--- src/rtl/region_fit_classifier.sv ---
// Streaming region classifier: 3-stage pipeline sorting regions into FIT / FAIL / UNDECIDED
// with one saturating counter per class. Optional per-region output port under REGION_CLASS_OUT_EN.
module region_fit_classifier #(
  parameter int NUM_SHAPES = 6,
  parameter int QTY_W      = 8,
  parameter int DIM_W      = 8,
  parameter int CNT_W      = 32
) (
  input  logic                        clk,
  input  logic                        rst,
  input  logic                        start,
  input  logic [NUM_SHAPES*4-1:0]     shape_cells,
  input  logic                        in_valid,
  output logic                        in_ready,
  input  logic                        in_last,
  input  logic [DIM_W-1:0]            in_width,
  input  logic [DIM_W-1:0]            in_height,
  input  logic [NUM_SHAPES*QTY_W-1:0] in_qty,
  output logic                        busy,
  output logic                        finished,
  output logic [CNT_W-1:0]            result,
  output logic [CNT_W-1:0]            fail_count,
  output logic [CNT_W-1:0]            undecided_count,
`ifdef REGION_CLASS_OUT_EN
  output logic                        out_valid,
  output logic [1:0]                  out_class,
  output logic [CNT_W-1:0]            out_index,
`endif
  output logic [1:0]                  state_dbg
);

  localparam int SUM_W  = QTY_W + $clog2(NUM_SHAPES) + 4;
  localparam int PROD_W = 2 * DIM_W;
  localparam int CMP_W  = (SUM_W > PROD_W) ? SUM_W : PROD_W;

  localparam logic [1:0] CLS_FIT  = 2'd0;
  localparam logic [1:0] CLS_FAIL = 2'd1;
  localparam logic [1:0] CLS_UND  = 2'd2;

  typedef enum logic [1:0] {
    ST_IDLE  = 2'd0,
    ST_RUN   = 2'd1,
    ST_DRAIN = 2'd2,
    ST_DONE  = 2'd3
  } state_t;

  state_t                  state;
  logic [NUM_SHAPES*4-1:0] cells_q;

  // Stage 1 registers
  logic                    s1_valid;
  logic [SUM_W-1:0]        s1_qty_sum;
  logic [SUM_W-1:0]        s1_weighted;
  logic [PROD_W-1:0]       s1_cap;
  logic [PROD_W-1:0]       s1_area;

  // Stage 2 registers
  logic                    s2_valid;
  logic [1:0]              s2_class;

  logic [SUM_W-1:0]        qty_sum_c;
  logic [SUM_W-1:0]        weighted_c;
  logic [PROD_W-1:0]       cap_c;
  logic [PROD_W-1:0]       area_c;
  logic [1:0]              class_c;
  logic                    accept;

`ifdef REGION_CLASS_OUT_EN
  logic [CNT_W-1:0]        region_idx;
`endif

  assign in_ready  = (state == ST_RUN);
  assign busy      = (state == ST_RUN) || (state == ST_DRAIN);
  assign state_dbg = state;
  assign accept    = in_valid && in_ready;

  always_comb begin
    qty_sum_c  = '0;
    weighted_c = '0;
    for (int i = 0; i < NUM_SHAPES; i++) begin
      qty_sum_c  = qty_sum_c + SUM_W'(in_qty[QTY_W*i +: QTY_W]);
      weighted_c = weighted_c
                 + SUM_W'(in_qty[QTY_W*i +: QTY_W]) * SUM_W'(cells_q[4*i +: 4]);
    end
  end

  assign cap_c  = PROD_W'(in_width / DIM_W'(3)) * PROD_W'(in_height / DIM_W'(3));
  assign area_c = PROD_W'(in_width) * PROD_W'(in_height);

  always_comb begin
    class_c = CLS_UND;
    if (CMP_W'(s1_qty_sum) <= CMP_W'(s1_cap))
      class_c = CLS_FIT;
    else if (CMP_W'(s1_weighted) > CMP_W'(s1_area))
      class_c = CLS_FAIL;
  end

  always_ff @(posedge clk) begin
    if (!rst) begin
      state           <= ST_IDLE;
      cells_q         <= '0;
      finished        <= 1'b0;
      s1_valid        <= 1'b0;
      s1_qty_sum      <= '0;
      s1_weighted     <= '0;
      s1_cap          <= '0;
      s1_area         <= '0;
      s2_valid        <= 1'b0;
      s2_class        <= CLS_FIT;
      result          <= '0;
      fail_count      <= '0;
      undecided_count <= '0;
`ifdef REGION_CLASS_OUT_EN
      out_valid       <= 1'b0;
      out_class       <= 2'd0;
      out_index       <= '0;
      region_idx      <= '0;
`endif
    end else begin
      case (state)
        ST_IDLE, ST_DONE: begin
          if (start) begin
            state           <= ST_RUN;
            cells_q         <= shape_cells;
            finished        <= 1'b0;
            result          <= '0;
            fail_count      <= '0;
            undecided_count <= '0;
`ifdef REGION_CLASS_OUT_EN
            region_idx      <= '0;
`endif
          end
        end
        ST_RUN: begin
          if (accept && in_last) state <= ST_DRAIN;
        end
        ST_DRAIN: begin
          // The entry just leaving stage 2 is counted on this same edge.
          if (!s1_valid && !s2_valid) begin
            state    <= ST_DONE;
            finished <= 1'b1;
          end
        end
        default: state <= ST_IDLE;
      endcase

      s1_valid <= accept;
      if (accept) begin
        s1_qty_sum  <= qty_sum_c;
        s1_weighted <= weighted_c;
        s1_cap      <= cap_c;
        s1_area     <= area_c;
      end

      s2_valid <= s1_valid;
      if (s1_valid) s2_class <= class_c;

      if (s2_valid) begin
        case (s2_class)
          CLS_FIT:  if (result != '1)          result          <= result + CNT_W'(1);
          CLS_FAIL: if (fail_count != '1)      fail_count      <= fail_count + CNT_W'(1);
          default:  if (undecided_count != '1) undecided_count <= undecided_count + CNT_W'(1);
        endcase
      end

`ifdef REGION_CLASS_OUT_EN
      out_valid <= s2_valid;
      if (s2_valid) begin
        out_class  <= s2_class;
        out_index  <= region_idx;
        region_idx <= region_idx + CNT_W'(1);
      end
`endif
    end
  end

endmodule

--- config.mk ---
export PLATFORM = sky130hd
export DESIGN_NAME = region_fit_classifier
export DESIGN_NICKNAME = d
export VERILOG_FILES = /design/src/rtl/region_fit_classifier.sv
export SDC_FILE = /design/constraint.sdc
export NUM_CORES = 1
export LEC_CHECK = 0
export CAP_MARGIN = 40
export CORE_ASPECT_RATIO = 0.7
export CORE_UTILIZATION = 60
export CTS_BUF_LIST = sky130_fd_sc_hd__clkbuf_4
export DETAILED_ROUTE_END_ITERATION = 8
export GPL_TIMING_DRIVEN = 0
export PLACE_DENSITY = 0.83
export SLEW_MARGIN = 25
export SYNTH_ARGS = -nofsm -noshare
export SYNTH_HDL_FRONTEND = slang
export SYNTH_SLANG_ARGS = --single-unit
--- constraint.sdc ---
create_clock -name clk -period 9.9 [get_ports clk]
set_input_delay 1.98 -clock clk [delete_from_list [all_inputs] [get_ports clk]]
set_output_delay 1.98 -clock clk [all_outputs]
set_load 0.01 [all_outputs]
==> results of run 1 <==
## per-stage QoR
stage / cell area (µm²) / setup slack (ns) / power, mW / TNS (ns)
finish: 23400 / 0.335 / 5.60 / 0
detailed placement: 23000 / -0.961 / 5.11 / -4.63
global route: 23400 / -0.00266 / 6.18 / -0.00423
CTS: 23300 / 0.00327 / 5.57 / 0
floorplan: 20600 / 0.769 / 4.02 / 0
global placement: 23000 / -0.739 / 4.92 / -3.36
## cell type report
cell class              instances  area, µm²
clock buffers                  18        135
fillers                      2697      10200
plain buffers                 106        443
multi-input cells            1865      15200
flip-flops and latches        185       3700
clock inverters                14        135
well taps                     435        544
repair buffers                202       2000
inverters                     329       1230
## power by group through the flow
stage                     clock (mW)  combinational, mW  sequential [mW]
final                          0.426               4.28            0.887
after global routing           0.463               4.82            0.896
after CTS                      0.431               4.26            0.883
after detailed placement           0               4.21            0.900
after global placement             0               4.03            0.896
after floorplan                    0               3.14            0.879
## cell usage in the layout (no fill, tap or decap), drive strengths merged, types with 97 or more instances in the layout
cell type and count:
and2 129, fa 261, o21ai 97, nor2 181, clkdlybuf4s50 189, ha 185, dfxtp 185, inv 335
nand2 366, a21oi 189, clkbuf 100
## logic make-up (layout without fill, tap and decap cells)
logic type               after synthesis  count (layout)
adder cells (fa/ha/maj)              446             446
multiplexers                           6               6
XOR/XNOR                              58              58
buffers and inverters                436             669
AO/OA/AOI/OAI                        427             427
AND/OR/NAND/NOR                      928             928
flip-flops                           185             185
## metal layers
layer | global-route usage, % | part of all wire, % | up-vias
met5 | 0 | 0 | -
li1 | - | - | 8533
met4 | 7.63 | 1.4 | 0
met1 | 49.3 | 44 | 9083
met3 | 9.20 | 12 | 88
met2 | 51.2 | 43 | 986
## worst min-delay path by stage
stage | start | endpoint | slack, ns | cells past startpoint
2_1_floorplan | s1_cap[11] | s1_cap[11] | 0.43 | 2
3_3_place_gp | s1_cap[11] | s1_cap[11] | 0.44 | 2
3_5_place_dp | s1_cap[6] | s1_cap[6] | 0.45 | 2
4_1_cts | s1_cap[6] | s1_cap[6] | 0.47 | 2
5_1_grt | s1_qty_sum[7] | s1_qty_sum[7] | 0.49 | 2
6_report | s1_cap[6] | s1_cap[6] | 0.47 | 2
## sequential cells by signal, summed over array words and instances (netlist names)
name / flops
s1_valid: 1
fail_count: 32
s1_area: 16
state_dbg: 2
s2_valid: 1
result: 32
s1_qty_sum: 11
finished: 1
s1_cap: 16
s2_class: 2
cells_q: 24
s1_weighted: 15
undecided_count: 32
## repair_timing
item / 4_1_cts / 5_1_grt
setup buffers: 0 / 5
endpoints found under the setup margin: 3 / 6
gates resized for setup: 3 / 9
hold buffers: 0 / 0
pin swaps: 0 / 5
## worst max-delay path, delay by kind of cell
family	cells	cell delay [ns]
AO/OA/AOI/OAI	12	2.72
buffers and inverters	8	1.25
AND/OR/NAND/NOR	4	0.69
adder cells (fa/ha/maj)	9	3.13
XOR/XNOR	2	0.32
==> results.md, run 1 <==
* Die width at 223 µm
* Sequential fraction of the synthesis area at 18.0%
* Port-buffer cells at 189
* Clock Skew at 0.0305 ns
* Switching power at 2.82 mW
* Share of cells above drive strength 1 at 3.94%
* #FFs+latches synth at 185
* Post-Layout Cell Count at 3154
* Drt first-iter violations at 1912
* Slew headroom at 37.4%
* Crit path required time at 10.43 ns
* Final core occ at 69.7%
* DRC at 0
* Clock Latency Late Sink at 0.67 ns
* Placement row count at 56
* Top-count cell post-synth: nand2_1
* Area growth syn-to-layout at 13.8%
* Routed length per placed instance at 18.5 µm
* Worst Tran Pin Value at 0.940 ns
* Syn_area_per_cell at 8.28 µm²
* Root buffer cell: clkbuf_4
* Worst-path fanout max at 10
* Chip Height at 157 µm
* Global route overflow at 0
* Critical Path Start: in_width[6]
* Diodes inserted at 0
* Detailed-route via count at 18700
* Hold Fails Final Rpt at 0
* Post-route minimum period at 9.56 ns
* DP Cell Count at 3112
* Cell count after synthesis at 2486
* Yosys warns at 0
* Top cells by count, synth: 366 x nand2_1, 328 x inv_1, 261 x fa_1
* Top cell by count, worst path: ha_1
* Mapped Nets at 3025
* Max cap viols at 0
* Detail-routed via count per cell at 5.93
* Top post-synthesis cells by area: fa_1 25%, dfxtp_1 18%, ha_1 11%, nand2_1 6.7%, inv_1 6.0%
* CP Capture Type: flop
* Post-Synth XOR/XNOR Area at 2.50%
* End of the critical path: s1_cap[15]
* Count of final setup violators at 0
* Clock buffer depth at 2
* Combinational power share at 76.5%
* Largest net degree at the start of global routing at 18
* Hold Slack at 0.468 ns
* Distinct cells, synth at 84
* Mux contribution to synthesized area at 0.304%
* Post-synth EDFFs at 0
* Fin nets at 3245
* Yosys top cell area share at 25.4%
* FFs w/ async S/R, synth at 0%
* Max VDD drop at 298 µV
* Core area at 33600 µm²
* FF-to-FF End: s1_weighted[13]
* CTS clk-pin slew, worst paths at 0.15 ns
* Dominant cell type by area after synthesis: fa_1
* R2R Setup Slk at 2.55 ns
* CP peak stage delay at 0.55 ns
* Pwr per Cell Area at 239 nW/µm²
* Synth Area in Compound Gates at 12.9%
* ANT nets after route at 0
* Drt pass-1 iters at 6
* Syn Std Cell Area at 20600 µm²
* CP Launch Type: primary input
* Boundary pin count at 194
* Critical Path AT at 10.10 ns
* Slew Limit Fails at 0
* Cell leakage power at 10.4 nW
* Initial Utilization at 61.2%
* Sequential share of power at 15.9%
* Period utilization at 96.6%
* Critical R2R Launch: cells_q[7]
* R2r worst-path depth at 23
* Part of the power in the clock network at 7.6%
* GRT Resource Usage Total at 34.1%
* Clock sinks at 185
* Status: finished clean
* Worst path slowest cell: clkdlybuf4s50_1
* DPL Wire Length at 47.9 mm
* Vias in the first global route at 18200
* WS Path Type: primary input to flop
* Sw frac at 50.3%
* Gpl congestion at 0.981
* Simple-gate share of the synthesized area at 21.5%
* Die area at 35100 µm²
* Fmax at 105 MHz
* Initial antenna violation count at 0
* CTS Buf Count at 17
* Top_reg_cell synth: dfxtp_1
* Internal power at 2.78 mW
* Max H-tree Level at 4
* First-pass GRT wire length at 94.0 mm
* Synth Area in Adders at 36.6%
* Type of the most critical hold path: flop to flop
* CTS tree: yes
* Largest family of logic cells by synthesized area: adder cells
* Post-Route WL at 58.4 mm
No activity file was read; power rests on OpenSTA's default activity.
==> run 2: changes to the inputs <==
PLACE_DENSITY = 0.88   (was 0.83)
SKIP_CTS_REPAIR_TIMING = 1   (was unset)
==> run 2 against run 1 <==
Compared with the run above:
- critical path depth unchanged
- routed wire length down 0.56%
- combinational power about the same
- critical endpoint unchanged
- via count up 0.88%
- critical path type unchanged
- largest power group unchanged
- highest routed layer unchanged
- clock power up 10%
- sequential power about the same
- first-iteration DRC count up 18%
- setup slack worse by 0.069 ns
- final cell count down 0.13%
- fmax down 0.71%
- utilization about the same
==> results.md, run 2 (synthesis gave the netlist of run 1 again) <==
* CTS Buf Count at 17 (unchanged)
* Clock Skew at 0.0329 ns (was 0.0305 ns)
* Switching power at 2.78 mW (was 2.82 mW)
* Count of final setup violators at 0 (unchanged)
* Detailed-route via count at 18900 (was 18700)
* WHS Endpoint: s1_cap[11] (was s1_cap[6])
* Commonest non-fill, non-tap cell in the layout: nand2_1 (unchanged)
* Fin area at 23400 µm² (about the same)
* Sw frac at 49.5% (was 50.3%)
* Max cap viols at 0 (unchanged)
* Max VDD drop at 325 µV (was 298 µV)
* Critical R2R Launch: cells_q[14] (was cells_q[7])
* Hold Fails Final Rpt at 0 (unchanged)
* Clock Latency Late Sink at 0.66 ns (was 0.67 ns)
* Internal power at 2.83 mW (was 2.78 mW)
* Hold Startpoint: s1_cap[11] (was s1_cap[6])
* GRT Resource Usage Total at 34.5% (was 34.1%)
* Combinational power share at 75.8% (was 76.5%)
* Clock sinks at 185 (unchanged)
* Gpl congestion at 0.949 (was 0.981)
* Fin nets at 3240 (was 3245)
* Die width at 223 µm (unchanged)
* Critical Path AT at 10.16 ns (was 10.10 ns)
* Sequential share of power at 15.8% (was 15.9%)
* Commonest non-fill, non-tap cells in the layout: 366 x nand2_1, 328 x inv_1, 261 x fa_1 (unchanged)
* R2r worst-path depth at 25 (was 23)
* Detail-routed via count per cell at 5.99 (was 5.93)
* Post-Route WL at 58.1 mm (was 58.4 mm)
* Type of the most critical hold path: flop to flop (unchanged)
* Drt first-iter violations at 2250 (was 1912)
* FF-to-FF End: s1_weighted[13] (unchanged)
* Fmax at 104 MHz (was 105 MHz)
* Root buffer cell: clkbuf_4 (unchanged)
* Drt pass-1 iters at 6 (unchanged)
* DRC at 0 (unchanged)
* WS Path Type: primary input to flop (unchanged)
* Port-buffer cells at 189 (unchanged)
* Placement row count at 56 (unchanged)
* ANT nets after route at 0 (unchanged)
* Pwr per Cell Area at 240 nW/µm² (was 239 nW/µm²)
* Status: finished clean (unchanged)
* CTS tree: yes (unchanged)
* Vias in the first global route at 18900 (was 18200)
* Largest net degree at the start of global routing at 17 (was 18)
* Clock buffer depth at 2 (unchanged)
* Worst Tran Pin Value at 0.948 ns (was 0.940 ns)
* DP Cell Count at 3111 (was 3112)
* Post-route minimum period at 9.63 ns (was 9.56 ns)
* CP peak stage delay at 0.57 ns (was 0.55 ns)
* Top cell by count, worst path: ha_1 (unchanged)
* Share of cells above drive strength 1 at 3.83% (was 3.94%)
* Biggest regs: fail_count x32, result x32, undecided_count x32 (unchanged)
* First-pass GRT wire length at 95.4 mm (was 94.0 mm)
* CTS clk-pin slew, worst paths at 0.14 ns (was 0.15 ns)
* Slew headroom at 36.8% (was 37.4%)
* Worst path slowest cell: fa_1 (was clkdlybuf4s50_1)
* Worst-path fanout max at 10 (unchanged)
* Routed length per placed instance at 18.4 µm (was 18.5 µm)
* Chip Height at 157 µm (unchanged)
* Cell area after placement at 23000 µm² (about the same)
* CP Capture Type: flop (unchanged)
* R2R Setup Slk at 2.63 ns (was 2.55 ns)
* Initial Utilization at 61.2% (unchanged)
* Period utilization at 97.3% (was 96.6%)
* Area growth syn-to-layout at 13.8% (about the same)
* CP Launch Type: primary input (unchanged)
* Initial antenna violation count at 0 (unchanged)
* Die area at 35100 µm² (unchanged)
* Cell leakage power at 10.4 nW (about the same)
* Hold depth at 2 (unchanged)
* Global route overflow at 0 (unchanged)
* Post-Layout Cell Count at 3150 (was 3154)
* Boundary pin count at 194 (unchanged)
* DPL Wire Length at 47.7 mm (was 47.9 mm)
* Part of the power in the clock network at 8.4% (was 7.6%)
* Core area at 33600 µm² (unchanged)
* Max H-tree Level at 4 (unchanged)
* Crit path required time at 10.43 ns (about the same)
* Slew Limit Fails at 0 (unchanged)
## run 2: area by class of cell
type,instances,area [µm²]
Buffer,106,443
Tap cell,435,544
Inverter,329,1230
Clock buffer,19,143
Antenna cell,1,2.50
Multi-Input combinational cell,1865,15200
Clock inverter,13,168
Sequential cell,185,3700
Fill cell,2620,10200
Timing Repair Buffer,197,1960
## run 2: per-stage QoR
step / setup TNS, ns / hold slack [ns] / total power [mW] / setup slack (ns) / utilization [%]
after floorplan: 0 / 0.428 / 4.02 / 0.769 / -
after detailed placement: -4.46 / 0.447 / 5.07 / -0.867 / 68.5
after CTS: -0.441 / 0.465 / 5.57 / -0.191 / 69.4
after global placement: -3.39 / 0.442 / 4.90 / -0.715 / 68.4
final: 0 / 0.464 / 5.62 / 0.267 / 69.7
after global routing: -0.0460 / 0.478 / 6.27 / -0.0460 / 69.7
## run 2: power by group through the flow
stage | logic [mW] | registers (mW) | clock network, mW
2_1_floorplan | 3.14 | 0.879 | 0
3_3_place_gp | 4.00 | 0.897 | 0
3_5_place_dp | 4.17 | 0.899 | 0
4_1_cts | 4.21 | 0.883 | 0.470
5_1_grt | 4.88 | 0.895 | 0.497
6_report | 4.26 | 0.887 | 0.470
## run 2: critical path, delay by kind of cell
family / cells / cell delay (ns)
AOI/OAI and AO/OA: 12 / 2.94
xor gates and xnor gates: 2 / 0.19
adders and majority gates: 9 / 3.13
buffers and inverters: 8 / 1.16
and+or+nand+nor: 4 / 0.75
## run 2: how the worst max path moves through the flow
stage	endpoint	slack (ns)	cells past startpoint	start
after detailed placement	s1_cap[15]	-0.87	35	in_width[6]
after global placement	s1_cap[15]	-0.71	35	in_width[6]
after global routing	s1_cap[15]	-0.05	35	in_width[6]
after floorplan	s1_cap[15]	0.77	34	in_width[6]
final	s1_cap[15]	0.27	35	in_width[6]
after CTS	s1_cap[15]	-0.19	35	in_width[6]
## run 2: layer usage
metal  up-vias  GRT usage (%)  share of wire [%]
met4         0           8.15                1.8
met2      1060           55.1                 44
met3       107           7.37                 11
li1       8520              -                  -
met1      9167           48.1                 43
met5         -              0                  0
==> run 3: changes to the inputs <==
CTS_CLUSTER_DIAMETER = 80   (was unset)
==> results of run 3 <==
No change in the layout: final DEF, timing and power equal those of run 2.
